File: config.mk
export PLATFORM = sky130hd
export DESIGN_NAME = unified_mem_arbiter
export DESIGN_NICKNAME = d
export VERILOG_FILES = /design/src/rtl/mem_arb_pkg.sv /design/src/rtl/mem_lat_counter.sv /design/src/rtl/unified_mem_arbiter.sv
export SDC_FILE = /design/constraint.sdc
export NUM_CORES = 1
export LEC_CHECK = 0
export ABC_AREA = 1
export BUFFER_PORTS_ARGS = -buffer_cell sky130_fd_sc_hd__buf_2
export CORE_MARGIN = 5
export CORE_UTILIZATION = 45
export DETAILED_ROUTE_END_ITERATION = 6
export PLACE_DENSITY = 0.87
export SLEW_MARGIN = 20
export SYNTH_ARGS = -nofsm -noshare
export SYNTH_HDL_FRONTEND = slang
export SYNTH_HIERARCHICAL = 1
export SYNTH_SLANG_ARGS = --single-unit
File: constraint.sdc
create_clock -name clk -period 1.95 [get_ports clk]
set_clock_uncertainty 0.2 [all_clocks]
set_input_delay 0.585 -clock clk [delete_from_list [all_inputs] [get_ports clk]]
set_output_delay 0.585 -clock clk [all_outputs]
set_load 0.05 [all_outputs]
File: src/rtl/mem_arb_pkg.sv
`default_nettype none
// ============================================================================
// Module      : mem_arb_pkg
// Description : Shared types and constants for the unified memory arbiter
//               and the RAM model it drives.
//               state_t    - arbiter FSM states
//               OWN_*      - owner encodings (fetch / data port)
//               DEF_AW     - default RAM word-address width
//               DEF_LAT    - default RAM read latency (cycles)
// Revision    : 1.0 - initial release
// ============================================================================
package mem_arb_pkg;

    typedef enum logic [1:0] {
        IDLE  = 2'd0,
        ISSUE = 2'd1,
        WAIT  = 2'd2,
        DONE  = 2'd3
    } state_t;

    localparam logic OWN_FETCH = 1'b0;
    localparam logic OWN_DATA  = 1'b1;

    localparam int DEF_AW  = 6;
    localparam int DEF_LAT = 1;

endpackage : mem_arb_pkg
`default_nettype wire

File: src/rtl/mem_lat_counter.sv
`default_nettype none
// ============================================================================
// Module      : mem_lat_counter
// Description : Down-counter timing the RAM read latency. Loaded while the
//               arbiter issues an access, decremented while it waits; the
//               zero flag marks the cycle in which RAM read data is valid.
// Ports       : clk        - clock, rising edge
//               rst_n      - asynchronous active-low reset
//               i_load     - load i_load_val (has priority over i_dec)
//               i_load_val - value to load
//               i_dec      - decrement (saturates at zero)
//               o_zero     - counter equals zero
// Revision    : 1.0 - initial release
// ============================================================================
module mem_lat_counter #(
    parameter int WIDTH = 1
) (
    input  logic             clk,
    input  logic             rst_n,
    input  logic             i_load,
    input  logic [WIDTH-1:0] i_load_val,
    input  logic             i_dec,
    output logic             o_zero
);

    logic [WIDTH-1:0] r_cnt;

    always_ff @(posedge clk or negedge rst_n) begin
        if (!rst_n) begin
            r_cnt <= '0;
        end else if (i_load) begin
            r_cnt <= i_load_val;
        end else if (i_dec && (r_cnt != '0)) begin
            r_cnt <= r_cnt - WIDTH'(1);
        end
    end

    assign o_zero = (r_cnt == '0);

endmodule : mem_lat_counter
`default_nettype wire

File: src/rtl/unified_mem_arbiter.sv
`default_nettype none
// ============================================================================
// Module      : unified_mem_arbiter
// Description : Shares one fixed-latency, single-ported RAM between the
//               core's fetch (IF) and memory (MEM) stages. Each access runs
//               IDLE -> ISSUE -> WAIT -> DONE; DONE hands the RAM straight to
//               the other port when it is requesting, so the ports alternate.
//               Data wins over fetch when both request in IDLE.
// Ports       : clk, reset              - clock / async active-low reset
//               if_req/if_addr          - fetch request and byte address
//               if_ack/if_rdata         - fetch completion pulse and data
//               mem_req/mem_we/mem_addr/mem_wdata - data request
//               mem_ack/mem_rdata       - data completion pulse and load data
//               ram_en/ram_we/ram_addr/ram_wdata/ram_rdata - RAM port
//               stall_if/stall_mem      - hold pipeline while outstanding
//               busy                    - FSM not idle
// Revision    : 1.0 - initial release
// ============================================================================
module unified_mem_arbiter
    import mem_arb_pkg::*;
#(
    parameter int XLEN = 32,
    parameter int AW   = DEF_AW,
    parameter int LAT  = DEF_LAT
) (
    input  logic            clk,
    input  logic            reset,
    input  logic            if_req,
    input  logic [XLEN-1:0] if_addr,
    output logic            if_ack,
    output logic [XLEN-1:0] if_rdata,
    input  logic            mem_req,
    input  logic            mem_we,
    input  logic [XLEN-1:0] mem_addr,
    input  logic [XLEN-1:0] mem_wdata,
    output logic            mem_ack,
    output logic [XLEN-1:0] mem_rdata,
    output logic            ram_en,
    output logic            ram_we,
    output logic [AW-1:0]   ram_addr,
    output logic [XLEN-1:0] ram_wdata,
    input  logic [XLEN-1:0] ram_rdata,
    output logic            stall_if,
    output logic            stall_mem,
    output logic            busy
);

    localparam int            CW     = $clog2(LAT + 1);
    localparam logic [CW-1:0] C_LOAD = CW'(LAT - 1);

    state_t          r_state;
    logic            r_owner;
    logic            r_we;
    logic            r_ram_en;
    logic            r_ram_we;
    logic [AW-1:0]   r_ram_addr;
    logic [XLEN-1:0] r_ram_wdata;
    logic            r_if_ack;
    logic            r_mem_ack;
    logic [XLEN-1:0] r_if_rdata;
    logic [XLEN-1:0] r_mem_rdata;

    logic            w_grant_valid;
    logic            w_grant_owner;
    logic [XLEN-1:0] w_grant_addr;
    logic            w_grant_we;
    logic            w_cnt_zero;
    logic            w_unused_addr;

    // Byte-offset and high address bits play no part in the word address.
    assign w_unused_addr = ^{if_addr, mem_addr};

    // Who gets the RAM next. In DONE only the non-owner is considered: the
    // owner's req is still high during its own ack cycle and must not be
    // mistaken for a new request.
    always_comb begin
        w_grant_valid = 1'b0;
        w_grant_owner = OWN_FETCH;
        if (r_state == IDLE) begin
            if (mem_req) begin
                w_grant_valid = 1'b1;
                w_grant_owner = OWN_DATA;
            end else if (if_req) begin
                w_grant_valid = 1'b1;
                w_grant_owner = OWN_FETCH;
            end
        end else if (r_state == DONE) begin
            if (r_owner == OWN_FETCH) begin
                w_grant_valid = mem_req;
                w_grant_owner = OWN_DATA;
            end else begin
                w_grant_valid = if_req;
                w_grant_owner = OWN_FETCH;
            end
        end
    end

    assign w_grant_addr = (w_grant_owner == OWN_DATA) ? mem_addr : if_addr;
    assign w_grant_we   = (w_grant_owner == OWN_DATA) && mem_we;

    mem_lat_counter #(
        .WIDTH (CW)
    ) u_lat_cnt (
        .clk        (clk),
        .rst_n      (reset),
        .i_load     (r_state == ISSUE),
        .i_load_val (C_LOAD),
        .i_dec      (r_state == WAIT),
        .o_zero     (w_cnt_zero)
    );

    always_ff @(posedge clk or negedge reset) begin
        if (!reset) begin
            r_state     <= IDLE;
            r_owner     <= OWN_FETCH;
            r_we        <= 1'b0;
            r_ram_en    <= 1'b0;
            r_ram_we    <= 1'b0;
            r_ram_addr  <= '0;
            r_ram_wdata <= '0;
            r_if_ack    <= 1'b0;
            r_mem_ack   <= 1'b0;
            r_if_rdata  <= '0;
            r_mem_rdata <= '0;
        end else begin
            // Strobes and acks are single-cycle unless re-asserted below.
            r_ram_en  <= 1'b0;
            r_ram_we  <= 1'b0;
            r_if_ack  <= 1'b0;
            r_mem_ack <= 1'b0;
            unique case (r_state)
                IDLE, DONE: begin
                    if (w_grant_valid) begin
                        r_owner    <= w_grant_owner;
                        r_we       <= w_grant_we;
                        r_ram_addr <= w_grant_addr[AW+1:2];
                        if (w_grant_owner == OWN_DATA) begin
                            r_ram_wdata <= mem_wdata;
                        end
                        // Strobes are set here so they are high exactly in ISSUE.
                        r_ram_en   <= 1'b1;
                        r_ram_we   <= w_grant_we;
                        r_state    <= ISSUE;
                    end else begin
                        r_state    <= IDLE;
                    end
                end
                ISSUE: begin
                    r_state <= WAIT;
                end
                WAIT: begin
                    if (w_cnt_zero) begin
                        if (r_owner == OWN_DATA) begin
                            if (!r_we) begin
                                r_mem_rdata <= ram_rdata;
                            end
                            r_mem_ack <= 1'b1;
                        end else begin
                            r_if_rdata <= ram_rdata;
                            r_if_ack   <= 1'b1;
                        end
                        r_state <= DONE;
                    end
                end
                default: r_state <= IDLE;
            endcase
        end
    end

    assign if_ack    = r_if_ack;
    assign mem_ack   = r_mem_ack;
    assign if_rdata  = r_if_rdata;
    assign mem_rdata = r_mem_rdata;
    assign ram_en    = r_ram_en;
    assign ram_we    = r_ram_we;
    assign ram_addr  = r_ram_addr;
    assign ram_wdata = r_ram_wdata;
    assign stall_if  = if_req & ~r_if_ack;
    assign stall_mem = mem_req & ~r_mem_ack;
    assign busy      = (r_state != IDLE);

endmodule : unified_mem_arbiter
`default_nettype wire

# Word-level counts from Yosys, hierarchy flattened

Cells that the tools add are included.

Output and inout port bits: 109
Input bits: 133
Logic and storage cells: 58
Bits in registers: 111

Add/sub/neg operators: 1
Eq/ne operators: 4
Bitwise gates (word level): 7
Reduce and logical (&&, ||, !) cells: 10
Mux-type cells: 24

Operator list:

| operator              | count |
|---|---|
| $mux W1               | 21 |
| $mux W8               | 1 |
| $pmux W2 S3           | 1 |
| $reduce_and A3 Y1     | 2 |
| $not A1 Y1            | 5 |
| $eq A2 B2 Y1 const B  | 2 |
| $reduce_and A4 Y1     | 1 |
| $reduce_bool A2 Y1    | 2 |
| $and A1 B1 Y1         | 2 |
| $eq A2 B1 Y1 const B  | 1 |
| $logic_and A1 B1 Y1   | 2 |
| $logic_not A2 Y1      | 1 |
| $mux W2               | 1 |
| $ne A2 B2 Y1 const B  | 1 |
| $reduce_and A2 Y1     | 1 |
| $reduce_or A2 Y1      | 1 |
| $sub A1 B1 Y1 const B | 1 |

# Longest topological paths before layout

Depth in word-level cells: 6
Depth in mapped cells: 9
Mapped depth without buffers: 9

# Cells and area by module

Netlist, hierarchy kept.

By module, submodules not included:

| module              | instances | seq. area each (um^2) | cells each | area an instance (um^2) |
|---|---|---|---|---|
| unified_mem_arbiter | 1         | 2,752.6               | 476        | 4,418.0 |
| mem_lat_counter     | 1         | 25.0                  | 7          | 48.8 |

# Worst setup path after synthesis

Ideal clock, no wire load.

Path kind: reg2out
Start point: register r_if_ack, in the netlist if_ack
End point: output stall_if
Stages on the path, launching flop included: 2
Data required time: 1.165 ns
Path slack: -0.115 ns
Arrival: 1.280 ns
Path buffers: 0
Cells stage by stage: dfrtp_1 > nor2_1

Word-level cells in the longest chain between the ends: 2

Ends and longest elaborated chain:

| item                   | RTL line                   | source |
|---|---|---|
| from (decl)            | unified_mem_arbiter.sv:58  | `logic r_if_ack;` |
| from (signal assigned) | unified_mem_arbiter.sv:121 | `r_if_ack <= 1'b0;` |
| from (signal assigned) | unified_mem_arbiter.sv:129 | `r_if_ack <= 1'b0;` |
| from (signal assigned) | unified_mem_arbiter.sv:160 | `r_if_ack <= 1'b1;` |
| $not A1 Y1             | unified_mem_arbiter.sv:178 | `assign stall_if = if_req & ~r_if_ack;` |
| $and A1 B1 Y1          | unified_mem_arbiter.sv:178 |  |
| to (decl)              | unified_mem_arbiter.sv:43  | `output logic stall_if,` |

Every way passes these cells.

# Worst setup path after layout

Start point: register r_state[0]
End point: output busy

Word-level cells in the longest chain between the ends: 1

Ends and longest elaborated chain:

| item                   | RTL line                   | source |
|---|---|---|
| from (decl)            | unified_mem_arbiter.sv:51  | `state_t r_state;` |
| from (signal assigned) | unified_mem_arbiter.sv:114 | `r_state <= IDLE;` |
| from (signal assigned) | unified_mem_arbiter.sv:143 | `r_state <= ISSUE;` |
| from (signal assigned) | unified_mem_arbiter.sv:145 | `r_state <= IDLE;` |
| $reduce_bool A2 Y1     | unified_mem_arbiter.sv:180 | `assign busy = (r_state != IDLE);` |
| to (decl)              | unified_mem_arbiter.sv:45  | `output logic busy` |

Every way passes these cells.

==> impl_metrics.json <==
{
  "outcome": "complete, but fails checks",
  "violations": "setup timing",
  "syn_nets": 620,
  "end_kind": "output port",
  "ys_top_cells_by_area": "dfrtp_1 (62%), nand2_1 (15%), o21ai_0 (6.7%)",
  "cts_tree": "yes",
  "clk_pin_slew_worst_paths_ps": 90,
  "antenna_found_initial": 0,
  "first_pass_iters": 5,
  "synth.largest_area_cell": "dfrtp_1",
  "vias_per_cell": 4.925,
  "final_common_cell": "buf_2",
  "final_hold_viol_count": 0,
  "root_buffer": "clkbuf_8",
  "final_cell_mix": "buf_2 (185), nand2_1 (176), dfrtp_1 (111)",
  "dp_slack_ps": -67.46,
  "cts_buffers": 9,
  "critPathMaxStageDelay_ps": 410,
  "clock.fmax_ghz": 0.5028,
  "num_antenna_cells": 0,
  "crit_end": "busy",
  "syn_inst": 483,
  "arrival_ps": 1200,
  "die_area_sq_um": 12020,
  "yosysSeqAreaShare_pct": 62.18,
  "drive_gt1_share_pct": 35.04,
  "die_h_microns": 109.6,
  "yosysWarnings": 6,
  "grt_usage_pct": 18.84,
  "cp_max_fo": 3,
  "ys.flop_type": "dfrtp_1",
  "r2r_end": "ram_wdata[26]$_DFFE_PN0P_",
  "setup_slack_ps": -38.73,
  "wl_per_cell_microns": 14.74,
  "areaGrowthSynthToFinish_pct": 33.25,
  "finalSetupViolCount": 1,
  "rsz0062_at_grt": "true",
  "hp-class": "reg -> reg",
  "wirelength_microns": 12010,
  "cts.sinks": 111,
  "io_pins": 242,
  "grt-ovfl-total": 0,
  "ant_nets": 0,
  "rows": 36,
  "grt_pass1_vias": 3724,
  "fin_crit_sh_pct": 102.0,
  "hpwl_microns": 8292,
  "clk_latency_ps": 350,
  "drc": 0,
  "io_buffers": 189,
  "via_count": 4014,
  "ys_types": 21,
  "path_cells": "inv_2, ha_4, inv_4, buf_8",
  "layout_min_cycle_time_ps": 1989,
  "cp_slowest_cell": "dfrtp_1",
  "maxCapViolations": 0,
  "grt_max_degree": 65,
  "async_flop_share_pct": 100.0,
  "fin_nets": 814,
  "core_sq_um": 9729,
  "r2r_start": "r_state[0]$_DFFE_PN0P_",
  "critPathKind": "reg -> out",
  "fp.dieW_microns": 109.6,
  "cts_max_level": 3,
  "finalWeightedCongestion": 0.8104,
  "syn_area_per_cell_sq_um": 9.248,
  "drt_iter0_drc": 408,
  "required_ps": 1160,
  "syn_area_sq_um": 4467,
  "synth_top_area_share_pct": 62.18,
  "drv_slew": 0,
  "start_util_pct": 45.91,
  "ff2ff_setup_slack_ps": 40,
  "ys_ff_latch": 111,
  "ff2ff_path_depth": 9,
  "cts.path.max_buffers": 2,
  "worstSetupStartpoint": "r_state[0]$_DFFE_PN0P_",
  "grt_first_pass_wirelength_microns": 17970,
  "synth-edff-count": 0,
  "startpoint_type": "flop"
}
==> registers in the layout, indices dropped and copies added (netlist names) <==
| name | count |
|---|---|
| if_ack | 1 |
| if_rdata | 32 |
| mem_ack | 1 |
| mem_rdata | 32 |
| r_owner | 1 |
| r_state | 2 |
| r_we | 1 |
| ram_addr | 6 |
| ram_en | 1 |
| ram_wdata | 32 |
| ram_we | 1 |
| u_lat_cnt/r_cnt | 1 |
==> cell type report <==
class	instances	area, sq um
clock buffer	12	155.1
tap	133	166.4
fill	799	3777
inverter	46	178.9
sequential	111	2778
timing repair buffer	206	1189
clock inverter	4	53.80
multi-input combinational	303	1431
==> layer usage <==
layer | GRT usage [%] | share of wire, % | wire (microns) | up-vias
met3 | 4.932 | 8.2 | 981 | 11
li1 | - | - | - | 1936
met1 | 22.98 | 41 | 4875 | 1898
met4 | 6.055 | 1.2 | 145 | 0
met5 | 0 | 0 | 0 | -
met2 | 32.56 | 50 | 6009 | 169
==> critical path, delay by kind of cell, from the launching register on <==
family / cells / cell delay [ps]
flip-flops: 1 / 410
buffers and inverters: 3 / 270
adder cells (fa/ha/maj): 1 / 160
==> metrics by stage <==
step                      std cells  setup TNS (ps)  hold WS, ps  area [sq um]  utilization (%)
after floorplan                 483               0        89.41          4472                -
after global placement          789               0        248.8          5592            57.47
after detailed placement        789           -1046        254.4          5592            57.47
after CTS                       812          -41.20        251.6          5886            60.49
after global routing            815          -83.45        260.0          5952            61.18
final                           815          -38.73        273.7          5952            61.18
==> worst min path at each step <==
stage | startpoint | endpoint | slack [ps] | cells past startpoint
6_report | ram_wdata[3]$_DFFE_PN0P_ | ram_wdata[3]$_DFFE_PN0P_ | 270 | 2
5_1_grt | ram_rdata[15] | mem_rdata[15]$_DFFE_PN0P_ | 260 | 3
4_1_cts | ram_rdata[18] | mem_rdata[18]$_DFFE_PN0P_ | 250 | 3
3_5_place_dp | ram_wdata[31]$_DFFE_PN0P_ | ram_wdata[31]$_DFFE_PN0P_ | 250 | 2
3_3_place_gp | ram_wdata[27]$_DFFE_PN0P_ | ram_wdata[27]$_DFFE_PN0P_ | 250 | 2
2_1_floorplan | reset | if_ack$_DFF_PN0_ | 90 | 0
==> cell usage after synthesis (2+ instances only) <==
library cell / instances
inv_2: 2
nand2_1: 176
buf_6: 3
nand2_2: 2
o21ai_1: 7
o21ai_0: 60
dfrtp_1: 111
nand4_1: 32
nor2_1: 6
inv_1: 43
buf_2: 8
buf_4: 3
ha_1: 4
clkbuf_1: 11
nand3_1: 9
==> cells by family (layout without fill, tap and decap cells) <==
family / count (synthesis) / after routing / synth area share [%]
simple gates: 227 / 229 / 21.60
flops: 111 / 111 / 62.18
buf+inv: 71 / 268 / 6.947
compound gates: 69 / 69 / 8.067
fa+ha+maj: 4 / 4 / 1.120
other cells: 1 / 1 / 0.08395
==> what timing repair did <==
item	4_1_cts	5_1_grt
cloned	0	2
hold buffers	1	0
setup endpoints to repair	35	40
buffers inserted	6	1
hold endpoints to repair	13	0
pin swaps	1	2
gates resized for setup	10	9
Power is not shown: default switching activity piles up to over one toggle a cycle in this logic, so the estimate is an artifact.
